## src/rtl/seq101_rr_scheduler.sv

```systemverilog
// Time-shares one overlapping "101" Moore detector across NCH serial channels.
// Per-channel state lives in a register file; a round-robin arbiter advances one channel per cycle.
module seq101_rr_scheduler #(
  parameter int  NCH  = 4,
  parameter int  CNTW = 8,
  localparam int CW   = ($clog2(NCH) > 1) ? $clog2(NCH) : 1
) (
  input  logic            clk,
  input  logic            reset,
  input  logic [NCH-1:0]  in_valid,
  input  logic [NCH-1:0]  in_bit,
  output logic [NCH-1:0]  in_ready,
  input  logic [NCH-1:0]  ch_clr,
  output logic            det_valid,
  output logic [CW-1:0]   det_ch,
  input  logic            det_ready,
  output logic [CNTW-1:0] match_cnt
);

  typedef enum logic [1:0] {
    ST_A = 2'b00,
    ST_B = 2'b01,
    ST_C = 2'b10,
    ST_D = 2'b11
  } state_e;

  state_e          state_q [NCH];
  state_e          state_d [NCH];
  logic [CW-1:0]   ptr_q, ptr_d;
  logic            det_valid_q, det_valid_d;
  logic [CW-1:0]   det_ch_q, det_ch_d;
  logic [CNTW-1:0] match_cnt_q, match_cnt_d;

  logic            free;
  logic [NCH-1:0]  elig;
  logic            grant_vld;
  logic [CW-1:0]   grant_ch;
  state_e          nxt;

  function automatic state_e next_state(input state_e s, input logic b);
    state_e r;
    unique case (s)
      ST_A:    r = b ? ST_B : ST_A;
      ST_B:    r = b ? ST_B : ST_C;
      ST_C:    r = b ? ST_D : ST_A;
      default: r = b ? ST_B : ST_C;
    endcase
    return r;
  endfunction

  // A channel being cleared is masked out, so the clear always beats a bit.
  always_comb begin
    free      = !det_valid_q || det_ready;
    elig      = in_valid & ~ch_clr;
    grant_vld = 1'b0;
    grant_ch  = '0;
    for (int k = 0; k < NCH; k++) begin
      if (!grant_vld && elig[(int'(ptr_q) + k) % NCH]) begin
        grant_vld = 1'b1;
        grant_ch  = CW'((int'(ptr_q) + k) % NCH);
      end
    end
    if (reset || !free) begin
      grant_vld = 1'b0;
    end
    in_ready = '0;
    if (grant_vld) begin
      in_ready[grant_ch] = 1'b1;
    end
  end

  always_comb begin
    state_d     = state_q;
    ptr_d       = ptr_q;
    det_valid_d = det_valid_q;
    det_ch_d    = det_ch_q;
    match_cnt_d = match_cnt_q;
    for (int i = 0; i < NCH; i++) begin
      if (ch_clr[i]) begin
        state_d[i] = ST_A;
      end
    end
    nxt = next_state(state_q[grant_ch], in_bit[grant_ch]);
    if (grant_vld) begin
      state_d[grant_ch] = nxt;
      ptr_d = (grant_ch == CW'(NCH - 1)) ? '0 : grant_ch + 1'b1;
    end
    // A new event may overwrite the slot only because free guarantees the old one was taken.
    if (grant_vld && nxt == ST_D) begin
      det_valid_d = 1'b1;
      det_ch_d    = grant_ch;
      if (match_cnt_q != '1) begin
        match_cnt_d = match_cnt_q + 1'b1;
      end
    end else if (det_ready) begin
      det_valid_d = 1'b0;
    end
  end

  always_ff @(posedge clk) begin
    if (reset) begin
      for (int i = 0; i < NCH; i++) begin
        state_q[i] <= ST_A;
      end
      ptr_q       <= '0;
      det_valid_q <= 1'b0;
      det_ch_q    <= '0;
      match_cnt_q <= '0;
    end else begin
      state_q     <= state_d;
      ptr_q       <= ptr_d;
      det_valid_q <= det_valid_d;
      det_ch_q    <= det_ch_d;
      match_cnt_q <= match_cnt_d;
    end
  end

  assign det_valid = det_valid_q;
  assign det_ch    = det_ch_q;
  assign match_cnt = match_cnt_q;

endmodule

```

## config.mk

```make
export PLATFORM = sky130hd
export DESIGN_NAME = seq101_rr_scheduler
export DESIGN_NICKNAME = d
export VERILOG_FILES = /design/src/rtl/seq101_rr_scheduler.sv
export SDC_FILE = /design/constraint.sdc
export NUM_CORES = 1
export LEC_CHECK = 0
export CAP_MARGIN = 20
export CORE_UTILIZATION = 45
export DETAILED_ROUTE_END_ITERATION = 6
export PLACE_DENSITY_LB_ADDON = 0.3
export RECOVER_POWER = 50
export SLEW_MARGIN = 20
export SYNTH_ARGS = -nofsm -noshare
export SYNTH_HDL_FRONTEND = slang
export SYNTH_SLANG_ARGS = --single-unit
```

## constraint.sdc

```tcl
create_clock -name clk -period 4.2 [get_ports clk]
set_clock_uncertainty 0.1 [all_clocks]
set_input_delay 1.26 -clock clk [delete_from_list [all_inputs] [get_ports clk]]
set_output_delay 1.26 -clock clk [all_outputs]
set_load 0.01 [all_outputs]
```

## Word level (Yosys, flattened, before mapping)

Index checks and enable logic that the tools add are counted.

| storage, ports and cells | value |
|---|---|
| latch bits | 0 |
| memory bits (writable) | 0 |
| register bits after elaboration | 21 |
| word-level logic and storage cells | 93 |
| input port bits | 15 |
| output and inout bits | 15 |
| memory bits (read-only) | 0 |
| memories kept | 0 |

| cells by class | value |
|---|---|
| order comparisons | 8 |
| equality and inequality tests | 4 |
| reductions and logical operators | 19 |
| div/mod/pow operators | 0 |
| bitwise logic cells | 6 |
| shifts and indexed selects | 0 |
| $add $sub $neg | 5 |
| multiplexer cells | 43 |
| $mul | 0 |

Operator list:

| cell | number |
|---|---|
| 2-bit 2-to-1 mux | 14 |
| 1-bit 2-to-1 mux | 17 |
| 3-bit by 4-bit less-than comparator with 1-bit output (second input constant) | 3 |
| 1-bit binary-select mux with 2-bit select | 5 |
| 8-bit by 1-bit adder with 8-bit output (second input constant) | 1 |
| 8-bit bitwise mux | 1 |
| 8-bit 2-to-1 mux | 1 |
| 8-bit != test (second input constant) | 1 |
| 2-bit equality test (second input constant) | 3 |
| 1-bit logical AND | 6 |
| 2-bit by 3-bit less-than comparator with 1-bit output (second input constant) | 2 |
| 2-bit OR reduction | 3 |
| 1-bit logical NOT | 5 |
| 2-bit by 1-bit adder with 2-bit output (second input constant) | 2 |
| 2-bit adder (second input constant) | 2 |
| 4-bit AND | 1 |
| 2-bit binary-select mux with 2-bit select | 1 |
| 2-bit demux with 2-bit select | 1 |
| 4-bit 2-to-1 mux | 1 |
| 4-bit NOT | 1 |
| 2-bit case mux with 2 select lines | 1 |
| 1-bit AND (first input constant) | 3 |
| 3-bit >= comparator (second input constant) | 1 |
| 3-bit by 1-bit less-than comparator with 1-bit output (second input constant) | 1 |
| 7 further kinds | 8 |

## Longest topological paths before layout

| logic depth | value |
|---|---|
| word-level depth | 23 |
| mapped depth | 9 |
| gate-level depth less buffers | 8 |

## Least setup slack after synthesis

OpenSTA, ideal clock, no wires.

| path | value |
|---|---|
| path type | input -> output |
| start | input port in_valid[3] |
| end | output port in_ready[0] |
| arrival | 2,525 ps |
| path slack | 315 ps |
| data required time | 2,840 ps |
| stages on the path | 6 |
| path buffers | 1 |
| cell sequence | or2b_1 o21ba_2 o211ai_2 ha_1 and3_1 clkbuf_1 |

| on the way | value |
|---|---|
| word-level cells in the longest chain between the ends | 18 |
| elaborated cells on any way between the ends | 33 |
| classes of those cells | order compare (2); mux (23); bitwise (1); reduce/logical (7) |

Ends and longest elaborated chain:

| element | RTL line | text |
|---|---|---|
| start, declared | 10 | `input logic [NCH-1:0] in_valid,` |
| 4-bit AND * | 54 | `elig = in_valid & ~ch_clr;` |
| 1-bit binary-select mux with 2-bit select | 58 | `if (!grant_vld && elig[(int'(ptr_q) + k) % NCH]) begin` |
| 1-bit 2-to-1 mux (implied by the code) | 58 |  |
| 1-bit 2-to-1 mux | 58 |  |
| 1-bit logical NOT | 58 |  |
| 1-bit logical AND | 58 |  |
| 1-bit 2-to-1 mux | 58 |  |
| 1-bit logical NOT | 58 |  |
| (+2 left out) | -- |  |
| 1-bit logical NOT | 58 |  |
| 1-bit logical AND | 58 |  |
| 2-bit 2-to-1 mux | 58 |  |
| 2-bit by 3-bit less-than comparator with 1-bit output (implied by the code) or 2-bit by 1-bit >= comparator with 1-bit output (tied branches) | 68 | `in_ready[grant_ch] = 1'b1;` |
| 1-bit logical AND (implied by the code) | 68 |  |
| 1-bit 2-to-1 mux (implied by the code) | 68 |  |
| 1-bit demux with 2-bit select | 68 |  |
| 4-bit 2-to-1 mux * | 67 | `if (grant_vld) begin` |
| end, declared | 12 | `output logic [NCH-1:0] in_ready,` |

Mark *: on every way between the ends. The rest lies on a longest branch, timed or not. The select of a mux whose other input is x is not followed.

## Worst setup path in the final report

| path | value |
|---|---|
| start | input port in_valid[0] |
| end | output port in_ready[0] |

The elaborated chain is that of the path after synthesis.

==> flow_metrics.py <==
metrics = {
    "critical_path": {
        "required_ns": 2.84,
        "cpLargestDelayFamily": "buffers and inverters",
        "worstSetupStartpointType": "primary input",
        "slowest_stage": "clkdlybuf4s50_1",
        "critPathMaxStageDelay_ns": 0.47,
        "path_class": "primary input to primary output",
        "r2r-start": "ptr_q[1]$_SDFFE_PP0P_",
        "path_buf_inv": 2,
        "r2r_cells": 11,
        "r2r_setup_slack_ns": 1.21,
        "crit_arrival_ns": 2.80,
        "r2r_end": "match_cnt[5]$_SDFFE_PP0P_",
        "path_cells": "clkdlybuf4s50_1, and2b_2, a21oi_4, o21ai_4, ha_2, and3_4, buf_6",
        "worstPathMaxFanout": 4,
        "path_depth": 7,
        "end_kind": "primary output",
    },
    "final_layout": {
        "antenna_cells": 0,
        "post-route-cell-area_sq_um": 1880,
        "layout-drive-gt1-share_pct": 30.4,
        "fin_nets": 228,
        "nFillCells": 194,
        "layout.cells.non_filler": 237,
        "syn_to_final_growth_pct": 51.6,
    },
    "sta": {
        "worst_pin_slew_ns": 0.476,
        "setup_viol": 0,
        "rsz0062_at_grt": "yes",
        "period_minus_slack_ns": 4.16,
        "fin_worst_hold_slack_ns": 0.386,
        "timing.final.max_slew_violations": 0,
        "finalCritPeriodShare_pct": 99.1,
        "clock.fmax_mhz": 240,
        "timing.final.ws_setup_ns": 0.0398,
        "slew_headroom_pct": 68.1,
        "final-hold-violation-count": 0,
        "fin_tns_setup_ns": 0,
    },
    "pwr": {
        "internal_power_w": 0.000330,
        "power_frac_comb_pct": 34.0,
        "powerDensity_nw_per_um2": 259,
        "leakagePower_nw": 0.797,
        "switching_share_pct": 32.3,
        "p_switching_w": 0.000157,
        "vdd_drop_max_mv": 0.238,
        "seqPwrFrac_pct": 44.8,
        "clock_power_share_pct": 21.2,
    },
    "detailed_routing": {
        "wl_per_cell_microns": 15.5,
        "vias": 1331,
        "wl_microns": 3690,
        "dr.pass1.iters": 4,
        "via_per_inst": 5.62,
        "drt_iter0_drc": 13,
        "drcViolationCount": 0,
        "detail-route-antenna-nets": 0,
    },
    "synthesis": {
        "synthArstFlopShare_pct": 0,
        "ys.flop_type": "dfxtp_1",
        "ys_types": 48,
        "netlist_instances": 153,
        "yosysWarnings": 0,
        "synth_edf_count": 0,
        "syn_area_per_cell_sq_um": 8.12,
        "synthesis.area_sq_um": 1240,
        "ys_ff_latch": 21,
        "syn_nets": 173,
        "synth_seq_area_share_pct": 33.8,
    },
    "grt": {
        "grtUsageTotal_pct": 28.4,
        "grt-busiest-layer": "met2",
        "gr-total-overflow": 0,
        "use_met3_pct": 4.17,
        "grt_use_met1_pct": 30.7,
        "use_met2_pct": 53.3,
        "grt_pass1_vias": 1286,
        "grt_max_degree": 18,
        "grt_pass1_wl_microns": 5730,
        "antenna_found_initial": 0,
    },
    "placed_design": {
        "hpwlAfterDp_microns": 2640,
        "post-place-ws_ns": -0.528,
        "portBuffers": 29,
        "gp_congestion": 0.837,
        "dpl-instance-area_sq_um": 1720,
        "dp_cells": 229,
    },
    "floorplan": {
        "die_w_microns": 54.5,
        "ios": 30,
        "coreArea_sq_um": 2540,
        "start_util_pct": 48.8,
        "row_count": 18,
        "dieHeight_microns": 54.5,
        "dieArea_sq_um": 2980,
    },
    "clock_network": {
        "worstSkewPairLatency_ns": 0.32,
        "cts_max_level": 1,
        "cts_sinks": 21,
        "clk_pin_slew_ns": 0.12,
        "cts-root-buf": "clkbuf_4",
        "clk_path_buf_depth": 2,
        "cts_inserted_buffers": 3,
        "cts_tree": "built",
    },
    "worst_hold_path": {
        "min_path_type": "flop to flop",
        "min_from": "match_cnt[6]$_SDFFE_PP0P_",
        "hold_depth": 2,
        "min_delay_worst_endpoint": "match_cnt[6]$_SDFFE_PP0P_",
    },
    "outcome": {
        "outcome": "finished, final reports clean",
    },
    "run": {
        "drv_cap": 0,
    },
}
[metal layers]
| layer | routed length (microns) | share of wire, % |
|---|---|---|
| met5 | 0 | 0 |
| met4 | 64 | 1.7 |
| met3 | 125 | 3.4 |
| met1 | 1640 | 44 |
| met2 | 1860 | 50 |
[cell type report]
cell class                      count  area, sq um  area share [%]
Timing Repair Buffer               56          479            25.4
Tap cell                           30         37.5            1.99
Clock buffer                        4         26.3            1.40
Multi-Input combinational cell    118          887            47.1
Sequential cell                    21          420            22.3
Inverter                            8         32.5            1.73
[timing repair]
action | in CTS | in global routing
endpoints found under the setup margin | 4 | 4
buffers inserted | 2 | 2
resized for setup | 45 | 5
pin swaps | 4 | 4
cloned | 0 | 0
hold buffers | 0 | 0
[sequential cells by signal, indices dropped and copies added (netlist names)]
register,count
state_q,8
det_valid,1
ptr_q,2
det_ch,2
match_cnt,8
[worst min-delay path: cells and delay by family, from the launching register on]
kind | cells | cell delay, ns
flip-flops | 1 | 0.34
buffers and inverters | 1 | 0.07
AO/OA/AOI/OAI | 1 | 0.05
[Yosys cell counts (2+ instances only)]
cell / number / share of area (%)
dfxtp_1: 21 / 34
nand2_1: 20 / 6.0
a21oi_1: 17 / 6.8
nand3_1: 9 / 3.6
nor2_1: 9 / 2.7
inv_1: 7 / 2.1
o21ai_0: 7 / 2.8
and3_1: 5 / 2.5
ha_1: 5 / 5.0
nand3b_1: 4 / 2.4
clkbuf_1: 3 / 0.91
nand2b_1: 3 / 1.5
o31ai_1: 3 / 1.8
a211oi_1: 2 / 1.2
nor2b_1: 2 / 1.0
o311ai_0: 2 / 1.4
o41ai_1: 2 / 1.4
or4_1: 2 / 1.2
[power groups by stage]
stage	clock (W)	sequential (W)	combinational [W]
3_3_place_gp	0	0.000220	0.000136
5_1_grt	0.000112	0.000219	0.000178
3_5_place_dp	0	0.000220	0.000138
2_1_floorplan	0	0.000220	0.0000699
4_1_cts	0.000106	0.000217	0.000156
6_report	0.000103	0.000218	0.000166
[stage by stage]
| step | utilization, % | power (W) |
|---|---|---|
| floorplan | - | 0.000289 |
| global placement | 67.5 | 0.000356 |
| detailed placement | 67.5 | 0.000359 |
| CTS | 72.6 | 0.000479 |
| global route | 74.0 | 0.000510 |
| finish | 74.0 | 0.000487 |
[worst max path at each step]
stage / to / slack [ns] / from
3_3_place_gp: in_ready[3] / -0.48 / in_valid[3]
3_5_place_dp: in_ready[1] / -0.53 / in_valid[3]
6_report: in_ready[0] / 0.04 / in_valid[0]
2_1_floorplan: in_ready[0] / 0.31 / in_valid[3]
4_1_cts: in_ready[1] / 0.007 / in_valid[2]
5_1_grt: in_ready[1] / -0.01 / in_valid[0]
[kinds of logic (layout without fill, tap and decap cells)]
| family | Yosys count | after routing | synth area share, % |
|---|---|---|---|
| AO/OA/AOI/OAI | 46 | 46 | 27.0 |
| adder cells (fa/ha/maj) | 5 | 5 | 5.04 |
| buffers and inverters | 14 | 68 | 4.63 |
| flip-flops | 21 | 21 | 33.8 |
| multiplexers | 2 | 2 | 1.71 |
| AND/OR/NAND/NOR | 65 | 65 | 27.8 |
[cell usage in the layout (no fill, tap or decap), types with 2 or more instances in the layout]
cell type        instances
nor2b_1                  2
inv_1                    6
buf_4                   26
o31ai_1                  3
o41ai_1                  2
nand3b_1                 4
buf_6                    2
a21oi_1                 16
a211oi_1                 2
or4_1                    2
nand2_2                  2
dlygate4sd2_1            5
nand3_1                  8
buf_2                    3
clkbuf_4                 3
and3_1                   4
nand3_2                  2
dlygate4sd3_1           10
o21ai_0                  7
o311ai_0                 2
clkdlybuf4s50_1          9
nand2_1                 17
dfxtp_1                 21
nor2_1                   9
nand2b_1                 2
and2b_2                  2
ha_4                     3
Power figures use the tool's default switching activity.
